$ cat src/rtl/unet_pool_sched.sv
// Layer scheduler for the UNET_IP_maxpool core: walks a small descriptor table,
// drives the core configuration per layer, and tracks start/done handshakes.
module unet_pool_sched #(
  parameter int unsigned NUM_DESC  = 8,
  parameter int unsigned TIMEOUT_W = 20
) (
  input  logic                          clk,
  input  logic                          arst_n,
  input  logic                          cfg_we,
  input  logic [$clog2(NUM_DESC)-1:0]   cfg_idx,
  input  logic [27:0]                   cfg_data,
  input  logic [$clog2(NUM_DESC):0]     num_layers,
  input  logic                          go,
  output logic [6:0]                    mp_channels,
  output logic [6:0]                    mp_height,
  output logic [6:0]                    mp_width,
  output logic [2:0]                    mp_pool_size,
  output logic [2:0]                    mp_stride,
  output logic                          mp_start,
  input  logic                          mp_done,
  output logic                          buf_sel,
  output logic                          busy,
  output logic [$clog2(NUM_DESC)-1:0]   layer_idx,
  output logic                          done,
  output logic                          err,
  output logic [1:0]                    err_code
);

  localparam int unsigned IDX_W = $clog2(NUM_DESC);

  typedef enum logic [2:0] {
    S_IDLE,
    S_LOAD,
    S_CALC,
    S_START,
    S_WAIT,
    S_NEXT,
    S_FIN
  } state_t;

  state_t               r_state;
  state_t               w_state_nxt;

  logic [27:0]          r_desc [NUM_DESC];
  logic [IDX_W:0]       r_num;
  logic [IDX_W-1:0]     r_layer_idx;
  logic                 r_buf_sel;
  logic                 r_err;
  logic [1:0]           r_err_code;
  logic [6:0]           r_ch;
  logic [6:0]           r_h;
  logic [6:0]           r_w;
  logic [2:0]           r_p;
  logic [2:0]           r_s;
  logic [6:0]           r_rem_h;
  logic [6:0]           r_rem_w;
  logic [6:0]           r_out_h;
  logic [6:0]           r_out_w;
  logic [TIMEOUT_W-1:0] r_wd;

  logic [27:0]          w_desc;
  logic                 w_chain;
  logic [6:0]           w_ld_h;
  logic [6:0]           w_ld_w;
  logic [6:0]           w_ld_p7;
  logic                 w_ld_valid;
  logic [6:0]           w_s7;
  logic                 w_h_ge;
  logic                 w_w_ge;
  logic [TIMEOUT_W-1:0] w_wd_inc;
  logic                 w_wd_term;
  logic [IDX_W:0]       w_idx_inc;
  logic                 w_last;
  logic                 w_busy;
  logic                 w_start;
  logic                 w_done;

  // Table has no reset; only written while no sequence is in flight.
  always_ff @(posedge clk) begin
    if (cfg_we && !w_busy) begin
      r_desc[cfg_idx] <= cfg_data;
    end
  end

  assign w_desc     = r_desc[r_layer_idx];
  assign w_chain    = w_desc[27] && (r_layer_idx != '0);
  assign w_ld_h     = w_chain ? r_out_h : w_desc[13:7];
  assign w_ld_w     = w_chain ? r_out_w : w_desc[20:14];
  assign w_ld_p7    = {4'b0, w_desc[23:21]};
  assign w_ld_valid = (w_desc[6:0] != '0) && (w_desc[23:21] != '0) &&
                      (w_desc[26:24] != '0) &&
                      (w_ld_h >= w_ld_p7) && (w_ld_w >= w_ld_p7);

  assign w_s7       = {4'b0, r_s};
  assign w_h_ge     = (r_rem_h >= w_s7);
  assign w_w_ge     = (r_rem_w >= w_s7);

  assign w_wd_inc   = r_wd + 1'b1;
  assign w_wd_term  = &w_wd_inc;

  assign w_idx_inc  = {1'b0, r_layer_idx} + 1'b1;
  assign w_last     = (w_idx_inc == r_num);

  always_ff @(posedge clk or negedge arst_n) begin
    if (!arst_n) begin
      r_state <= S_IDLE;
    end else begin
      r_state <= w_state_nxt;
    end
  end

  always_comb begin
    w_state_nxt = r_state;
    w_busy      = 1'b0;
    w_start     = 1'b0;
    w_done      = 1'b0;
    case (r_state)
      S_IDLE: begin
        if (go) begin
          w_state_nxt = (num_layers != '0) ? S_LOAD : S_FIN;
        end
      end
      S_LOAD: begin
        w_busy      = 1'b1;
        w_state_nxt = w_ld_valid ? S_CALC : S_FIN;
      end
      S_CALC: begin
        w_busy = 1'b1;
        if (!w_h_ge && !w_w_ge) begin
          w_state_nxt = S_START;
        end
      end
      S_START: begin
        w_busy      = 1'b1;
        w_start     = 1'b1;
        w_state_nxt = S_WAIT;
      end
      S_WAIT: begin
        w_busy = 1'b1;
        // A done pulse on the terminal-count cycle still wins over the timeout.
        if (mp_done) begin
          w_state_nxt = S_NEXT;
        end else if (w_wd_term) begin
          w_state_nxt = S_FIN;
        end
      end
      S_NEXT: begin
        w_busy      = 1'b1;
        w_state_nxt = w_last ? S_FIN : S_LOAD;
      end
      S_FIN: begin
        w_done      = 1'b1;
        w_state_nxt = S_IDLE;
      end
      default: begin
        w_state_nxt = S_IDLE;
      end
    endcase
  end

  always_ff @(posedge clk or negedge arst_n) begin
    if (!arst_n) begin
      r_num       <= '0;
      r_layer_idx <= '0;
      r_buf_sel   <= 1'b0;
      r_err       <= 1'b0;
      r_err_code  <= '0;
      r_ch        <= '0;
      r_h         <= '0;
      r_w         <= '0;
      r_p         <= '0;
      r_s         <= '0;
      r_rem_h     <= '0;
      r_rem_w     <= '0;
      r_out_h     <= '0;
      r_out_w     <= '0;
      r_wd        <= '0;
    end else begin
      case (r_state)
        S_IDLE: begin
          if (go) begin
            r_err      <= 1'b0;
            r_err_code <= '0;
            if (num_layers != '0) begin
              r_num       <= num_layers;
              r_layer_idx <= '0;
              r_buf_sel   <= 1'b0;
            end
          end
        end
        S_LOAD: begin
          r_ch    <= w_desc[6:0];
          r_h     <= w_ld_h;
          r_w     <= w_ld_w;
          r_p     <= w_desc[23:21];
          r_s     <= w_desc[26:24];
          // r_out_* is read above for chaining before being restarted here.
          r_rem_h <= w_ld_h - w_ld_p7;
          r_rem_w <= w_ld_w - w_ld_p7;
          r_out_h <= 7'd1;
          r_out_w <= 7'd1;
          if (!w_ld_valid) begin
            r_err      <= 1'b1;
            r_err_code <= 2'd1;
          end
        end
        S_CALC: begin
          if (w_h_ge) begin
            r_rem_h <= r_rem_h - w_s7;
            r_out_h <= r_out_h + 7'd1;
          end
          if (w_w_ge) begin
            r_rem_w <= r_rem_w - w_s7;
            r_out_w <= r_out_w + 7'd1;
          end
        end
        S_START: begin
          r_wd <= '0;
        end
        S_WAIT: begin
          r_wd <= w_wd_inc;
          if (!mp_done && w_wd_term) begin
            r_err      <= 1'b1;
            r_err_code <= 2'd2;
          end
        end
        S_NEXT: begin
          r_buf_sel <= ~r_buf_sel;
          if (!w_last) begin
            r_layer_idx <= w_idx_inc[IDX_W-1:0];
          end
        end
        default: begin
        end
      endcase
    end
  end

  assign mp_channels  = r_ch;
  assign mp_height    = r_h;
  assign mp_width     = r_w;
  assign mp_pool_size = r_p;
  assign mp_stride    = r_s;
  assign mp_start     = w_start;
  assign buf_sel      = r_buf_sel;
  assign busy         = w_busy;
  assign layer_idx    = r_layer_idx;
  assign done         = w_done;
  assign err          = r_err;
  assign err_code     = r_err_code;

endmodule

$ cat config.mk
export PLATFORM = sky130hd
export DESIGN_NAME = unet_pool_sched
export DESIGN_NICKNAME = d
export VERILOG_FILES = /design/src/rtl/unet_pool_sched.sv
export SDC_FILE = /design/constraint.sdc
export NUM_CORES = 1
export LEC_CHECK = 0
export CORE_UTILIZATION = 25
export CTS_BUF_LIST = sky130_fd_sc_hd__clkbuf_2 sky130_fd_sc_hd__clkbuf_4 sky130_fd_sc_hd__clkbuf_8
export DETAILED_ROUTE_END_ITERATION = 8
export PLACE_DENSITY = 0.51
export REMOVE_ABC_BUFFERS = 1
export SLEW_MARGIN = 0
export SYNTH_ARGS = -nofsm -noshare
export SYNTH_HDL_FRONTEND = slang
export SYNTH_SLANG_ARGS = --single-unit
$ cat constraint.sdc
create_clock -name clk -period 5.9 [get_ports clk]
set_input_delay 1.475 -clock clk [delete_from_list [all_inputs] [get_ports clk]]
set_output_delay 1.475 -clock clk [all_outputs]
set_load 0.01 [all_outputs]
==> results by stage <==
Timing:
- The clock arrives with 0.0404 ns of skew.
- At the pin with the least slew margin, the transition time is 1.25 ns.
- The worst path in the final design needs a cycle of around 4.4 ns, including I/O delays and setup.
- The setup TNS after final layout is 0 ns.
- The final number of max-transition violations is 0.
- On the final layout, the worst hold slack is 0.475 ns.
- Setup repair after global routing left no endpoint under its margin.
- The maximum operating frequency is approximately 230 MHz.
- The tightest slew margin relative to the limit is 0.169.
- The setup violation total in the final timing report is 0.
- Of the available clock period, the critical path in the final layout requires 0.748.
- The count of endpoints failing hold in the final timing report came to 0.

Run status:
- The flow ran to the end, and the final reports show no timing, DRC or antenna violations.

Clock network:
- The number of clock sinks seen by CTS is between 300 and 400.
- TritonCTS built the clock tree.
- In this run, CTS created clock tree buffers numbering 52.
- The clock passes through at most 3 buffers.
- The buffer count from post-CTS setup fixing is 0.
- After clock tree synthesis, the clock-pin slew on the worst setup and hold paths is 0.06 ns.
- The clock latency on the worst-skew pair is roughly 0.66 ns.
- The number of instances resized during post-cts repair is 0.
- The number of buffers inserted for hold repair after clock tree synthesis is 0.
- The count of H-tree levels built during CTS is 2.
- The cell sitting at the root of the clock tree is a sky130_fd_sc_hd__clkbuf_8.

Floorplanning:
- The floorplan step set the die width to roughly 240 µm.
- The core area is 54100 µm².
- The number of placed I/O pins is 77.
- The initial utilization of the core area, before any placement, comes to 0.254.
- The overall die height is between 200 and 250 µm.
- The floorplan step defined a die boundary enclosing approximately 56000 µm².
- The number of placement rows is 85.

Power and ir drop:
- The combinational fraction of design power is 0.257.
- The worst-case IR drop observed on VDD is approximately 0.00019 V.
- Of the total power, the share spent switching nets is 0.313.
- In this run the static leakage power is just under 6 nW.
- The sequential share of power is 0.440.
- The internal portion of total power is approximately 4.4 mW.
- The clock network power share is 0.303.
- The reported net switching power is 2.00 mW.
- For this design the ratio of total power to cell area is 389 nW/µm².

Worst setup path:
- In this design, the largest share of critical-path delay is due to compound AO/OA/AOI/OAI gates.
- The peak fanout along the critical path is 25.
- The cell type of the slowest stage on the worst timing path is sky130_fd_sc_hd__a22oi_4.
- The sort of element at the end of the critical path is a register.
- The category of the most critical setup path is register to register.
- The startpoint kind of the worst setup timing path is a register.
- Walking the worst path, the cells encountered are inv_1 > ha_1 > nor2_1 > a22oi_4 > nor2_1 > a21oi_1 > ha_1 > nor2b_1 > o21ai_0 > nand2b_1 > o41a_1 > o211ai_2 > a21oi_1 > a2bb2oi_2.
- Data on the critical path is required at its endpoint by 6.41 ns.
- The worst stage delay on the critical path is 0.59 ns.
- The number of buffers and inverters on the critical path is 1.
- Data on the critical path arrives at its endpoint at around 4.9 ns.

Finish:
- The number of nets in the final layout is between 1k and 1.5k.
- The library cell used most frequently in the layout, excluding fill and tap cells, is sky130_fd_sc_hd__edfxtp_1.
- The fraction of layout cells with a size suffix above 1 is 0.170.
- After filler insertion, the fill cell instance count of the layout stands at approximately 5.4k.
- The area growth from synthesis to layout is 19.1%.
- In the layout the commonest cells are sky130_fd_sc_hd__edfxtp_1 (224), sky130_fd_sc_hd__dfrtp_1 (86), sky130_fd_sc_hd__nand2_1 (75), sky130_fd_sc_hd__clkdlybuf4s50_1 (75), sky130_fd_sc_hd__o21ai_0 (71).
- The number of diodes added for antenna fixing is 0.

Route:
- The amount of wire on met3 after detailed routing is 1540 µm.
- The detailed router placed 8476 vias in this run.
- In this run the remaining antenna-violating nets after routing total 0.
- In the final routed layout, each cell accounts on average for roughly 19 µm.
- The detailed router used layers up to and including met5.
- The first routing iteration left approximately 570 violations.
- The number of iterations in the first detailed-routing pass is 5.
- In the routed design, unresolved DRC markers number 0.
- The routed design uses roughly 16000 µm of met2 wire.
- The met1 wire length is 16100 µm.
- Dividing the detail-routed via count by the number of cells gives roughly 4.7.
- The final wirelength is approximately 35000 µm.

Placement:
- The weighted congestion reported at the end of routability-driven placement is approximately 0.77.
- The HPWL after detailed placement is 21800 µm.
- The quantity of I/O buffers inserted on ports is 76.

Synthesis:
- The dominant synthesized flop cell is sky130_fd_sc_hd__edfxtp_1.
- The share of the Yosys chip area taken by registers is 0.650.
- The area fraction in and, or, nand and nor cells after synthesis is 0.0881.
- The biggest area contributor in the post-synthesis netlist is sky130_fd_sc_hd__edfxtp_1.
- The post-synthesis xor/xnor area fraction is 0.0153.
- The number of distinct library cell variants in the gate-level netlist after synthesis is between 70 and 80.
- Averaged over all synthesized cells, the footprint is around 14 µm².
- The adder-cell share of the synthesized area is 0.0222.
- Yosys attributes the largest share of cell area to sky130_fd_sc_hd__edfxtp_1 (49%), sky130_fd_sc_hd__dfrtp_1 (16%), sky130_fd_sc_hd__mux4_2 (6.7%).
- The synthesized design contains 313 register bits.
- The dominant combinational cell family by area after synthesis is multiplexers.
- The cell count after synthesis is 978.
- The number of enable-type register cells in the synthesized netlist is ~220.
- The share of synthesized area in the top cell type comes to 0.488.
- In this run the cell area of the synthesized design comes to approximately 14000 µm².
- The share of synthesized flip-flops with an asynchronous set or reset is 0.284.
- The area fraction in compound gates after synthesis is 0.0868.
- The number of warnings issued by yosys is 0.
- The mux contribution to synthesized area is 0.116.

Global route:
- The number of global-route vias before repair was between 8k and 9k.
- For this run the aggregate overflow at the end of global routing stands at 0.
- The number of antenna violations at the first check in global routing was 1.
- The first global-routing pass estimated about 53000 µm of wire.
- The largest net degree at the start of global routing is 56.
- For this run, the total global-route usage over all layers was measured as 0.126.

Hold path:
- The min-delay analysis places its worst path in the category register to register.

Job:
- Max-cap violations in this run came to 0.
==> worst reg2reg max path: cells and delay by family (launching register included) <==
kind / cells / cell delay (ns)
compound gates: 7 / 2.14
buf+inv: 1 / 0.59
simple gates: 4 / 0.43
fa+ha+maj: 2 / 0.55
flops: 1 / 0.58
==> cell families after synthesis <==
logic type                 after synthesis
DFF                                    313
and+or+nand+nor                        252
AOI/OAI and AO/OA                      193
muxes                                  105
buffers and inverters                   69
xor gates and xnor gates                24
adders and majority gates               22
==> per-stage QoR <==
stage	instances	util	area [µm²]	worst slack [ns]	power, mW
floorplan	931	-	13600	0.950	3.85
global placement	1719	0.284	15400	1.53	4.49
detailed placement	1719	0.284	15400	1.45	4.50
CTS	1815	0.303	16400	1.43	6.47
global route	1815	0.303	16400	1.17	6.78
finish	1815	0.303	16400	1.49	6.39
==> worst paths after layout <==
| kind | depth (start not counted) | slack, ns | endpoint | startpoint |
|---|---|---|---|---|
| max in group asynchronous | 2 | 3.95 | mp_width[6]$_DFFE_PN0P_ | arst_n |
| min reg2reg | 2 | 0.48 | mp_height[4]$_DFFE_PN0P_ | mp_height[4]$_DFFE_PN0P_ |
| min | 2 | 0.48 | mp_height[4]$_DFFE_PN0P_ | mp_height[4]$_DFFE_PN0P_ |
| min in group asynchronous | 1 | 0.95 | r_wd[13]$_DFFE_PN0P_ | arst_n |
| max | 14 | 1.49 | err_code[1]$_DFFE_PN0P_ | layer_idx[0]$_DFFE_PN0P_ |
| max reg2reg | 14 | 1.49 | err_code[1]$_DFFE_PN0P_ | layer_idx[0]$_DFFE_PN0P_ |
==> power groups by stage <==
stage | clock, mW | combinational (mW) | sequential [mW]
after floorplan | 0 | 0.986 | 2.87
after global placement | 0 | 1.63 | 2.85
after detailed placement | 0 | 1.65 | 2.86
after CTS | 2.00 | 1.66 | 2.82
after global routing | 2.09 | 1.84 | 2.85
final | 1.94 | 1.64 | 2.81
==> registers in the layout (all words and copies together), names as in the netlist <==
signal and cells:
r_wd 20, mp_pool_size 3, mp_channels 7, r_rem_w 7, r_num 4, mp_width 7
r_out_h 7, err 1, mp_stride 3, r_out_w 7, r_rem_h 7, layer_idx 3
buf_sel 1, r_state 3, r_desc 224, mp_height 7, err_code 2
==> cell type report <==
type | instances | area [µm²] | share of cell area
sequential | 313 | 8960 | 0.546
multi-input combinational | 596 | 4560 | 0.278
clock buffer | 76 | 940 | 0.0573
timing repair buffer | 92 | 878 | 0.0535
tap | 696 | 871 | 0.0531
clock inverter | 20 | 115 | 0.00702
inverter | 22 | 85.1 | 0.00519
==> Yosys cell counts, drive strengths merged (3+ instances only) <==
master    n
fa        4
ha       18
a22oi     9
mux4     41
and2      6
mux2     22
nor4      7
nand2    75
or3       8
o21ai    72
clkbuf   26
nor3     14
a221oi    3
inv      22
o211ai    3
buf      21
a21oi    50
nand2b    6
and4      3
and3      7
o22ai    10
edfxtp  224
dfrtp    89
nor3b     4
xnor2    14
mux2i    42
a31oi     9
nand3    21
nand4    13
o31ai     6
nor2     67
a211oi    3
xor2     10
a21o      3
nor2b    12
==> per-layer routing <==
layer,vias up,GRT usage
met1,4294,0.169
met4,2,0.0435
met3,58,0.0254
met2,168,0.201
li1,3954,-
met5,-,0
(Power assumes the default switching activity.)
